`config.mk`:
```
export PLATFORM = sky130hd
export DESIGN_NAME = writeback_arbiter
export DESIGN_NICKNAME = d
export VERILOG_FILES = /design/src/rtl/rv32i_types_pkg.sv /design/src/rtl/rr_arbiter.sv /design/src/rtl/writeback_arbiter.sv
export SDC_FILE = /design/constraint.sdc
export NUM_CORES = 1
export LEC_CHECK = 0
export BUFFER_PORTS_ARGS = -buffer_cell sky130_fd_sc_hd__buf_2
export CORE_MARGIN = 1.5
export CORE_UTILIZATION = 45
export CTS_CLUSTER_DIAMETER = 200
export CTS_CLUSTER_SIZE = 10
export DETAILED_ROUTE_END_ITERATION = 7
export PLACE_DENSITY = 0.81
export SETUP_SLACK_MARGIN = 0.05
export SLEW_MARGIN = 20
export SYNTH_ARGS = -nofsm -noshare
export SYNTH_HDL_FRONTEND = slang
export SYNTH_SLANG_ARGS = --single-unit
```
`constraint.sdc`:
```
create_clock -name CLK -period 6.3 [get_ports CLK]
set_input_delay 0.945 -clock CLK [delete_from_list [all_inputs] [get_ports CLK]]
set_output_delay 0.945 -clock CLK [all_outputs]
set_load 0.005 [all_outputs]
```
`src/rtl/rv32i_types_pkg.sv`:
```
// Shared writeback types: requester count, requester indices and the request bundle.
package rv32i_types_pkg;

   localparam int NUM_REQ   = 4;
   localparam int WB_WORD_W = 32;
   localparam int RD_W      = 5;

   typedef enum logic [1:0] {
      WB_AU  = 2'd0,
      WB_MUL = 2'd1,
      WB_DIV = 2'd2,
      WB_LSU = 2'd3
   } wb_src_e;

   typedef struct packed {
      logic                 wen;
      logic [RD_W-1:0]      rd;
      logic [WB_WORD_W-1:0] wdata;
   } wb_req_t;

   // Round-robin pointer advance: index after idx, wrapping at n.
   function automatic int unsigned wrap_inc(input int unsigned idx, input int unsigned n);
      return ((idx + 1) >= n) ? 0 : (idx + 1);
   endfunction

endpackage

```
`src/rtl/rr_arbiter.sv`:
```
// Round-robin grant: first requester at or after the pointer, wrapping around.
module rr_arbiter #(
   parameter  int N  = 4,
   localparam int PW = (N > 1) ? $clog2(N) : 1
) (
   input  logic [N-1:0]  i_req,
   input  logic [PW-1:0] i_ptr,
   output logic [N-1:0]  o_gnt
);

   int   w_idx;
   logic w_hit;

   // Scan the requests in rotated order and grant only the first one found.
   always_comb begin
      o_gnt = '0;
      w_hit = 1'b0;
      w_idx = 0;
      for (int k = 0; k < N; k++) begin
         w_idx = int'(i_ptr) + k;
         if (w_idx >= N) begin
            w_idx = w_idx - N;
         end
         if (!w_hit && i_req[w_idx[PW-1:0]]) begin
            o_gnt[w_idx[PW-1:0]] = 1'b1;
            w_hit                = 1'b1;
         end
      end
   end

endmodule

```
`src/rtl/writeback_arbiter.sv`:
```
// Writeback arbiter: picks one functional-unit result per cycle, registers it
// onto the register-file write port and counts contended cycles.
module writeback_arbiter
   import rv32i_types_pkg::RD_W;
   import rv32i_types_pkg::wrap_inc;
#(
   parameter  int NUM_REQ = rv32i_types_pkg::NUM_REQ,
   parameter  int WORD_W  = rv32i_types_pkg::WB_WORD_W,
   localparam int SRC_W   = (NUM_REQ > 1) ? $clog2(NUM_REQ) : 1
) (
   input  logic                           CLK,
   input  logic                           nRST,
   input  logic                           flush,
   input  logic [NUM_REQ-1:0]             req_valid,
   output logic [NUM_REQ-1:0]             req_ready,
   input  logic [NUM_REQ-1:0]             req_wen,
   input  logic [NUM_REQ-1:0][RD_W-1:0]   req_rd,
   input  logic [NUM_REQ-1:0][WORD_W-1:0] req_wdata,
   output logic                           rf_wen,
   output logic [RD_W-1:0]                rf_rd,
   output logic [WORD_W-1:0]              rf_wdata,
   output logic                           retire_valid,
   output logic [SRC_W-1:0]               retire_src,
   output logic [31:0]                    conflict_cnt
);

   logic [SRC_W-1:0]   r_rr_ptr;
   logic               r_rf_wen;
   logic [RD_W-1:0]    r_rf_rd;
   logic [WORD_W-1:0]  r_rf_wdata;
   logic               r_retire_valid;
   logic [SRC_W-1:0]   r_retire_src;
   logic [31:0]        r_conflict_cnt;

   logic [NUM_REQ-1:0] w_req;
   logic [NUM_REQ-1:0] w_gnt;
   logic               w_grant;
   logic [SRC_W-1:0]   w_gidx;
   logic               w_contended;

   // A flush squashes every request before it reaches the arbiter.
   assign w_req = flush ? '0 : req_valid;

   rr_arbiter #(
      .N (NUM_REQ)
   ) u_rr_arbiter (
      .i_req (w_req),
      .i_ptr (r_rr_ptr),
      .o_gnt (w_gnt)
   );

   // Ready is masked by reset so nothing can be consumed while the block is held.
   assign req_ready   = nRST ? w_gnt : '0;
   assign w_grant     = |w_gnt;
   assign w_contended = !flush && ($countones(req_valid) > 1);

   // One-hot grant to index.
   always_comb begin
      w_gidx = '0;
      for (int k = 0; k < NUM_REQ; k++) begin
         if (w_gnt[k[SRC_W-1:0]]) begin
            w_gidx = k[SRC_W-1:0];
         end
      end
   end

   // Output register, round-robin pointer and saturating contention counter.
   always_ff @(posedge CLK or negedge nRST) begin
      if (!nRST) begin
         r_rr_ptr       <= '0;
         r_rf_wen       <= 1'b0;
         r_rf_rd        <= '0;
         r_rf_wdata     <= '0;
         r_retire_valid <= 1'b0;
         r_retire_src   <= '0;
         r_conflict_cnt <= '0;
      end else begin
         // x0 is hard-wired zero: such results retire without a register write.
         r_rf_wen       <= w_grant && req_wen[w_gidx] && (req_rd[w_gidx] != '0);
         r_retire_valid <= w_grant;
         if (w_grant) begin
            r_rf_rd      <= req_rd[w_gidx];
            r_rf_wdata   <= req_wdata[w_gidx];
            r_retire_src <= w_gidx;
            r_rr_ptr     <= SRC_W'(wrap_inc(32'(w_gidx), NUM_REQ));
         end
         if (w_contended && (r_conflict_cnt != '1)) begin
            r_conflict_cnt <= r_conflict_cnt + 32'd1;
         end
      end
   end

   assign rf_wen       = r_rf_wen;
   assign rf_rd        = r_rf_rd;
   assign rf_wdata     = r_rf_wdata;
   assign retire_valid = r_retire_valid;
   assign retire_src   = r_retire_src;
   assign conflict_cnt = r_conflict_cnt;

endmodule

```
==> flow_summary_export.csv, run 1 <==
group,metric,value,unit
run_status,status,"finished clean",
cells_and_area,fill_cells,806,
setup_path,crit_fanout,37,
run,drv_cap,0,
clock_tree,post_cts_resized,0,
yosys,synth.top_cells.by_count,"75 x dfrtp_1, 65 x o22ai_1, 35 x a21oi_1",
clock_tree,htree_levels,3,
setup_path,reg2reg_depth,11,
yosys,synth_xor_area_share,6.24,%
yosys,synth-simple-area-share,14.0,%
pwr,power_switching,1.31,mW
setup_path,rr_endpoint,"rf_wen$_DFF_PN0_",
drt,antenna_violating_nets_post_route,0,
timing,rsz0062_at_grt,"false",
clock_tree,clk_pin_slew,0.09,ns
clock_tree,cts_buffer_depth,2,
yosys,avgSynthCellArea,9.66,um2
drt,num_vias,4596,
yosys,yosysTopAreaCell,"dfrtp_1",
yosys,synth_cell_types,55,
yosys,synthAdderAreaFrac,3.05,%
grt,grtUsageMet3,5.31,%
setup_path,arrival,5.00,ns
pwr,ir_drop,0.350,mV
setup_path,crit_path_end_kind,"flop",
timing,slew_violations,0,
yosys,synth_top_area_share,43.2,%
drt,wl,13.8,mm
clock_tree,cts_tree,"done",
grt,grt_pass1_wl,20.6,mm
drt,drt_iter0_drc,260,
timing,max-slew-margin-rel,34.3,%
cells_and_area,multi_input_area,2320,um2
grt,grt-busiest-layer,"met2",
cells_and_area,syn2layout_area_growth,33.4,%
floorplan,dieArea,10300,um2
setup_path,cp-start-kind,"flop",
yosys,synth_top_family_by_area,"compound AO/OA/AOI/OAI gates",
timing,fin_worst_skew,0.00904,ns
setup_path,cp.required,6.53,ns
placed_design,portBuffers,235,
cells_and_area,seqCellArea,1880,um2
drt,routedWlPerCell,17.1,um
floorplan,io_pins,236,
grt,gr-total-overflow,0,
drt,post-route-drc-count,0,
yosys,synthMostInstantiatedCell,"dfrtp_1",
yosys,seq_area_frac_synth,43.2,%
grt,use_met2,45.9,%
grt,grt_pass1_vias,4376,
grt,use_met1,29.4,%
timing,hold_viol,0,
timing,fmax,210,MHz
placed_design,placed_cells,788,
floorplan,die_h,101,um
pwr,p_int,1.53,mW
timing,finalSetupViolations,0,
pwr,leakagePower,2.82,nW
placed_design,dp_hpwl,10.4,mm
yosys,synth_compound_area_share,27.3,%
cells_and_area,final_cells,805,
floorplan,start_util,46.8,%
clock_tree,cts_sinks,75,
timing,min_period,4.77,ns
grt,grt_max_degree,72,
drt,viasPerCell,5.71,
pwr,p_seq_share,27.9,%
timing,setup_tns,0,ns
clock_tree,insertion_delay,0.34,ns
drt,drtPass1Iterations,5,
yosys,synthesis.nets,619,
yosys,synth_edf_count,0,
setup_path,crit-reg2reg-launch,"r_rr_ptr[0]$_DFFE_PN0P_",
setup_path,regToRegSetupSlack,1.53,ns
placed_design,globalplace.congestion,0.928,
worst_hold_path,min_path_type,"input port to async pin",
yosys,async_reset_ff_share,100,%
clock_tree,cts_setup_buffers,0,
timing,post-route-period-util,75.7,%
cells_and_area,finalNetCount,839,
yosys,synth_ff_type,"dfrtp_1",
pwr,switching_share,46.1,%
yosys,yosysWarnings,0,
setup_path,startpoint,"r_rr_ptr[0]$_DFFE_PN0P_",
grt,antenna_found_initial,0,
setup_path,worstSetupPathType,"flop to flop",
clock_tree,cts_hold_buf,0,
yosys,ys_top_cells_by_area,"dfrtp_1 43%, o22ai_1 9.3%, o22a_1 6.4%",
setup_path,crit_path_end,"rf_wen$_DFF_PN0_",
yosys,syn_area,4350,um2
floorplan,fp.coreArea,9280,um2
timing,tightest_slew,0.983,ns
yosys,syn_inst,450,
pwr,p_per_area,490,nW/um2
pwr,clockPowerShare,12.1,%
yosys,synthMuxAreaShare,2.24,%
cells_and_area,drive_gt1_share,40.4,%
clock_tree,cts_made_buffers,9,
pwr,pwr-share-comb,60.0,%
floorplan,rows,35,
floorplan,fp.dieW,101,um
clock_tree,root_buffer,"clkbuf_8",
grt,track_usage,25.6,%
cells_and_area,finish.utilization,62.5,%
yosys,yosys_register_bits,75,
==> sequential cells by signal, indices dropped and copies added (netlist names) <==
signal,flops
rf_wdata,32
conflict_cnt,32
rf_rd,5
retire_valid,1
retire_src,2
r_rr_ptr,2
rf_wen,1
==> per-stage QoR <==
stage	hold slack, ns	instance area (um2)	power [mW]	worst slack [ns]
after floorplan	0.478	4350	2.01	2.59
after global placement	0.473	5610	2.45	1.82
after detailed placement	0.479	5610	2.51	1.54
after CTS	0.493	5800	2.86	1.52
after global routing	0.513	5800	3.09	1.19
final	0.498	5800	2.84	1.53
==> power groups by stage <==
stage	clock network [mW]	logic (mW)	registers, mW
final	0.345	1.70	0.794
after global routing	0.372	1.90	0.814
after CTS	0.352	1.71	0.795
after detailed placement	0	1.70	0.803
after global placement	0	1.65	0.794
after floorplan	0	1.22	0.787
==> kinds of logic after synthesis <==
| logic type | after synthesis |
|---|---|
| XOR/XNOR | 31 |
| AND/OR/NAND/NOR | 118 |
| adder cells (fa/ha/maj) | 10 |
| flip-flops | 75 |
| buffers and inverters | 41 |
| AO/OA/AOI/OAI | 167 |
| multiplexers | 8 |
==> routing by layer <==
layer	part of all wire [%]	vias up
met4	3.6	0
met2	51	199
met3	6.5	37
met5	0	-
met1	39	2192
li1	-	2168
==> worst min path at each step <==
stage / cells after the start / slack, ns / to
global placement: 1 / 0.47 / conflict_cnt[20]$_DFFE_PN0P_
global route: 1 / 0.51 / conflict_cnt[20]$_DFFE_PN0P_
CTS: 1 / 0.49 / rf_wdata[8]$_DFFE_PN0P_
finish: 1 / 0.50 / rf_wdata[14]$_DFFE_PN0P_
detailed placement: 1 / 0.48 / conflict_cnt[20]$_DFFE_PN0P_
floorplan: 1 / 0.48 / conflict_cnt[31]$_DFFE_PN0P_
==> final cells by class <==
class / instances / share of cell area, %
antenna: 1 / 0.0431
clock buffer: 9 / 2.13
clock inverter: 7 / 1.03
inverter: 9 / 0.582
multi-input combinational: 334 / 40.0
sequential: 75 / 32.3
tap: 129 / 2.78
timing repair buffer: 241 / 21.1
==> worst max-delay path: stages (launching register included) <==
cell and delay, ns:
dfrtp_1 0.61, inv_1 0.19, ha_1 0.48, mux2i_1 0.23
o211ai_1 0.11, a21oi_1 0.59, a221o_1 0.62, buf_4 0.42
a21oi_4 0.31, or2_1 0.41, o221a_1 0.29, o41a_1 0.37
==> placed cells by master (no fill, tap or decap), drive strengths merged, types with 5 or more instances in the layout <==
cell type / netlist / final
xnor2: 20 / 20
nand3: 21 / 21
o22ai: 65 / 65
and3: 8 / 8
clkbuf: 19 / 9
nand2: 20 / 20
ha: 9 / 9
dfrtp: 75 / 75
buf: 13 / 241
nor3b: 5 / 5
nor2: 24 / 24
xor2: 11 / 11
inv: 9 / 12
nand4: 7 / 7
nor3: 12 / 12
o22a: 32 / 32
o211ai: 9 / 9
a21oi: 36 / 36
No activity file was read; power rests on OpenSTA's default activity.
==> run 2: changes to the inputs <==
==> constraint.sdc (replaced) <==
create_clock -name CLK -period 5 [get_ports CLK]
set_input_delay 0.75 -clock CLK [delete_from_list [all_inputs] [get_ports CLK]]
set_output_delay 0.75 -clock CLK [all_outputs]
set_load 0.005 [all_outputs]
==> run 2 against run 1 <==
  * Final area is 0.84% higher
  * Largest power group unchanged
  * Largest cell class unchanged
  * Sequential share of layout area down 0.27 points
  * Via count down 0.39%
  * Routed wire length rose by 3.7%
  * Maximum frequency increased by 7.4%
==> flow_summary_export.csv, run 2 (same netlist as run 1, synthesis figures left out) <==
group,metric,value,unit
drt,routed.top_layer,"met4",
clock_tree,cts_hold_buf,0,
setup_path,worstSetupPathType,"flop to flop",
pwr,ir_drop,0.460,mV
timing,tightest_slew,0.979,ns
setup_path,rr_endpoint,"rf_wen$_DFF_PN0_",
grt,grt_pass1_wl,21.5,mm
timing,hold_viol,0,
cells_and_area,final_common_cell,"buf_2",
drt,wl_met2,7.27,mm
cells_and_area,fill_cells,808,
grt,grt_max_degree,55,
floorplan,io_pins,236,
placed_design,globalplace.congestion,0.916,
drt,route.met3.wl,948,um
grt,antenna_found_initial,0,
cells_and_area,finalNetCount,842,
setup_path,arrival,4.67,ns
clock_tree,cts_made_buffers,9,
cells_and_area,insertedDiodeCount,0,
setup_path,cp-start-kind,"flop",
setup_path,startpoint,"r_rr_ptr[0]$_DFFE_PN0P_",
timing,rsz0062_at_grt,"false",
floorplan,start_util,46.8,%
grt,gr-total-overflow,0,
timing,post-route-period-util,88.8,%
setup_path,reg2reg_depth,10,
timing,min_period,4.44,ns
cells_and_area,syn2layout_area_growth,34.6,%
floorplan,fp.dieW,101,um
run_status,status,"finished clean",
drt,post-route-drc-count,0,
clock_tree,cts_setup_buffers,0,
drt,wl,14.3,mm
setup_path,crit_fanout,37,
clock_tree,htree_levels,3,
placed_design,dp_hpwl,11.0,mm
pwr,p_per_area,636,nW/um2
timing,fmax,225,MHz
floorplan,rows,35,
timing,slew_violations,0,
setup_path,crit_path_end_kind,"flop",
timing,setup_tns,0,ns
clock_tree,cts_tree,"done",
pwr,leakagePower,2.85,nW
timing,fin_worst_skew,0.00905,ns
cells_and_area,drive_gt1_share,40.7,%
clock_tree,insertion_delay,0.35,ns
clock_tree,cts_buffer_depth,2,
clock_tree,cts_sinks,75,
placed_design,portBuffers,235,
floorplan,die_h,101,um
drt,viasPerCell,5.67,
drt,m1WireLength,5.66,mm
drt,antenna_violating_nets_post_route,0,
timing,max-slew-margin-rel,34.6,%
setup_path,cp.required,5.23,ns
floorplan,dieArea,10300,um2
setup_path,regToRegSetupSlack,0.56,ns
drt,drt_iter0_drc,193,
grt,track_usage,26.9,%
timing,whs,0.354,ns
clock_tree,post_cts_resized,0,
timing,finalSetupViolations,0,
worst_hold_path,min_path_type,"input port to async pin",
drt,routedWlPerCell,17.7,um
cells_and_area,final_cell_mix,"234 x buf_2, 75 x dfrtp_1, 65 x o22ai_1, 35 x a21oi_1, 32 x o22a_1",
clock_tree,clk_pin_slew,0.08,ns
grt,grt_pass1_vias,4486,
drt,num_vias,4578,
run,drv_cap,0,
cells_and_area,finish.utilization,63.0,%
clock_tree,root_buffer,"clkbuf_8",
floorplan,fp.coreArea,9280,um2
drt,drtPass1Iterations,5,
setup_path,crit-reg2reg-launch,"r_rr_ptr[0]$_DFFE_PN0P_",
-- run 2: metal layers --
layer	up-vias	global-route usage [%]
li1	2169	-
met3	32	5.11
met4	0	11.5
met2	206	47.3
met5	-	0
met1	2171	32.3
-- run 2: how the worst max path moves through the flow --
stage               depth (start not counted)  slack [ns]                to
finish                                     10        0.56  rf_wen$_DFF_PN0_
global route                               10        0.25  rf_wen$_DFF_PN0_
CTS                                        10        0.59  rf_wen$_DFF_PN0_
detailed placement                         10        0.62  rf_wen$_DFF_PN0_
global placement                           10        0.89  rf_wen$_DFF_PN0_
floorplan                                  12        1.55      req_ready[1]
-- run 2: per-stage QoR --
stage	cell area (um2)	power [mW]	instances	worst slack, ns
after floorplan	4350	2.53	450	1.55
after global placement	5650	3.13	791	0.887
after detailed placement	5650	3.23	791	0.618
after CTS	5850	3.73	807	0.593
after global routing	5850	4.01	807	0.255
final	5850	3.72	807	0.558
-- run 2: worst max-delay path: stages (launching register included) --
cell and delay [ns]:
dfrtp_1 0.62, inv_1 0.20, ha_1 0.45, nor3b_1 0.26
o211ai_1 0.14, a21oi_1 0.52, a221o_1 0.68, a21oi_4 0.38
or2_1 0.40, o221a_1 0.29, o41a_1 0.38
-- run 2: report_power, final --
part | leakage [nW] | total [mW] | switching [mW] | internal, mW
logic | 1.83 | 2.23 | 1.29 | 0.946
clock network | 0.102 | 0.489 | 0.249 | 0.239
registers | 0.917 | 0.999 | 0.159 | 0.840
-- run 2: final cells by class --
cell class / count / area (um2) / area share (%)
flip-flops and latches: 75 / 1880 / 32.1
clock buffers: 9 / 124 / 2.12
repair buffers: 244 / 1260 / 21.5
inverters: 9 / 33.8 / 0.577
clock inverters: 7 / 81.3 / 1.39
well taps: 129 / 161 / 2.76
multi-input cells: 334 / 2320 / 39.6
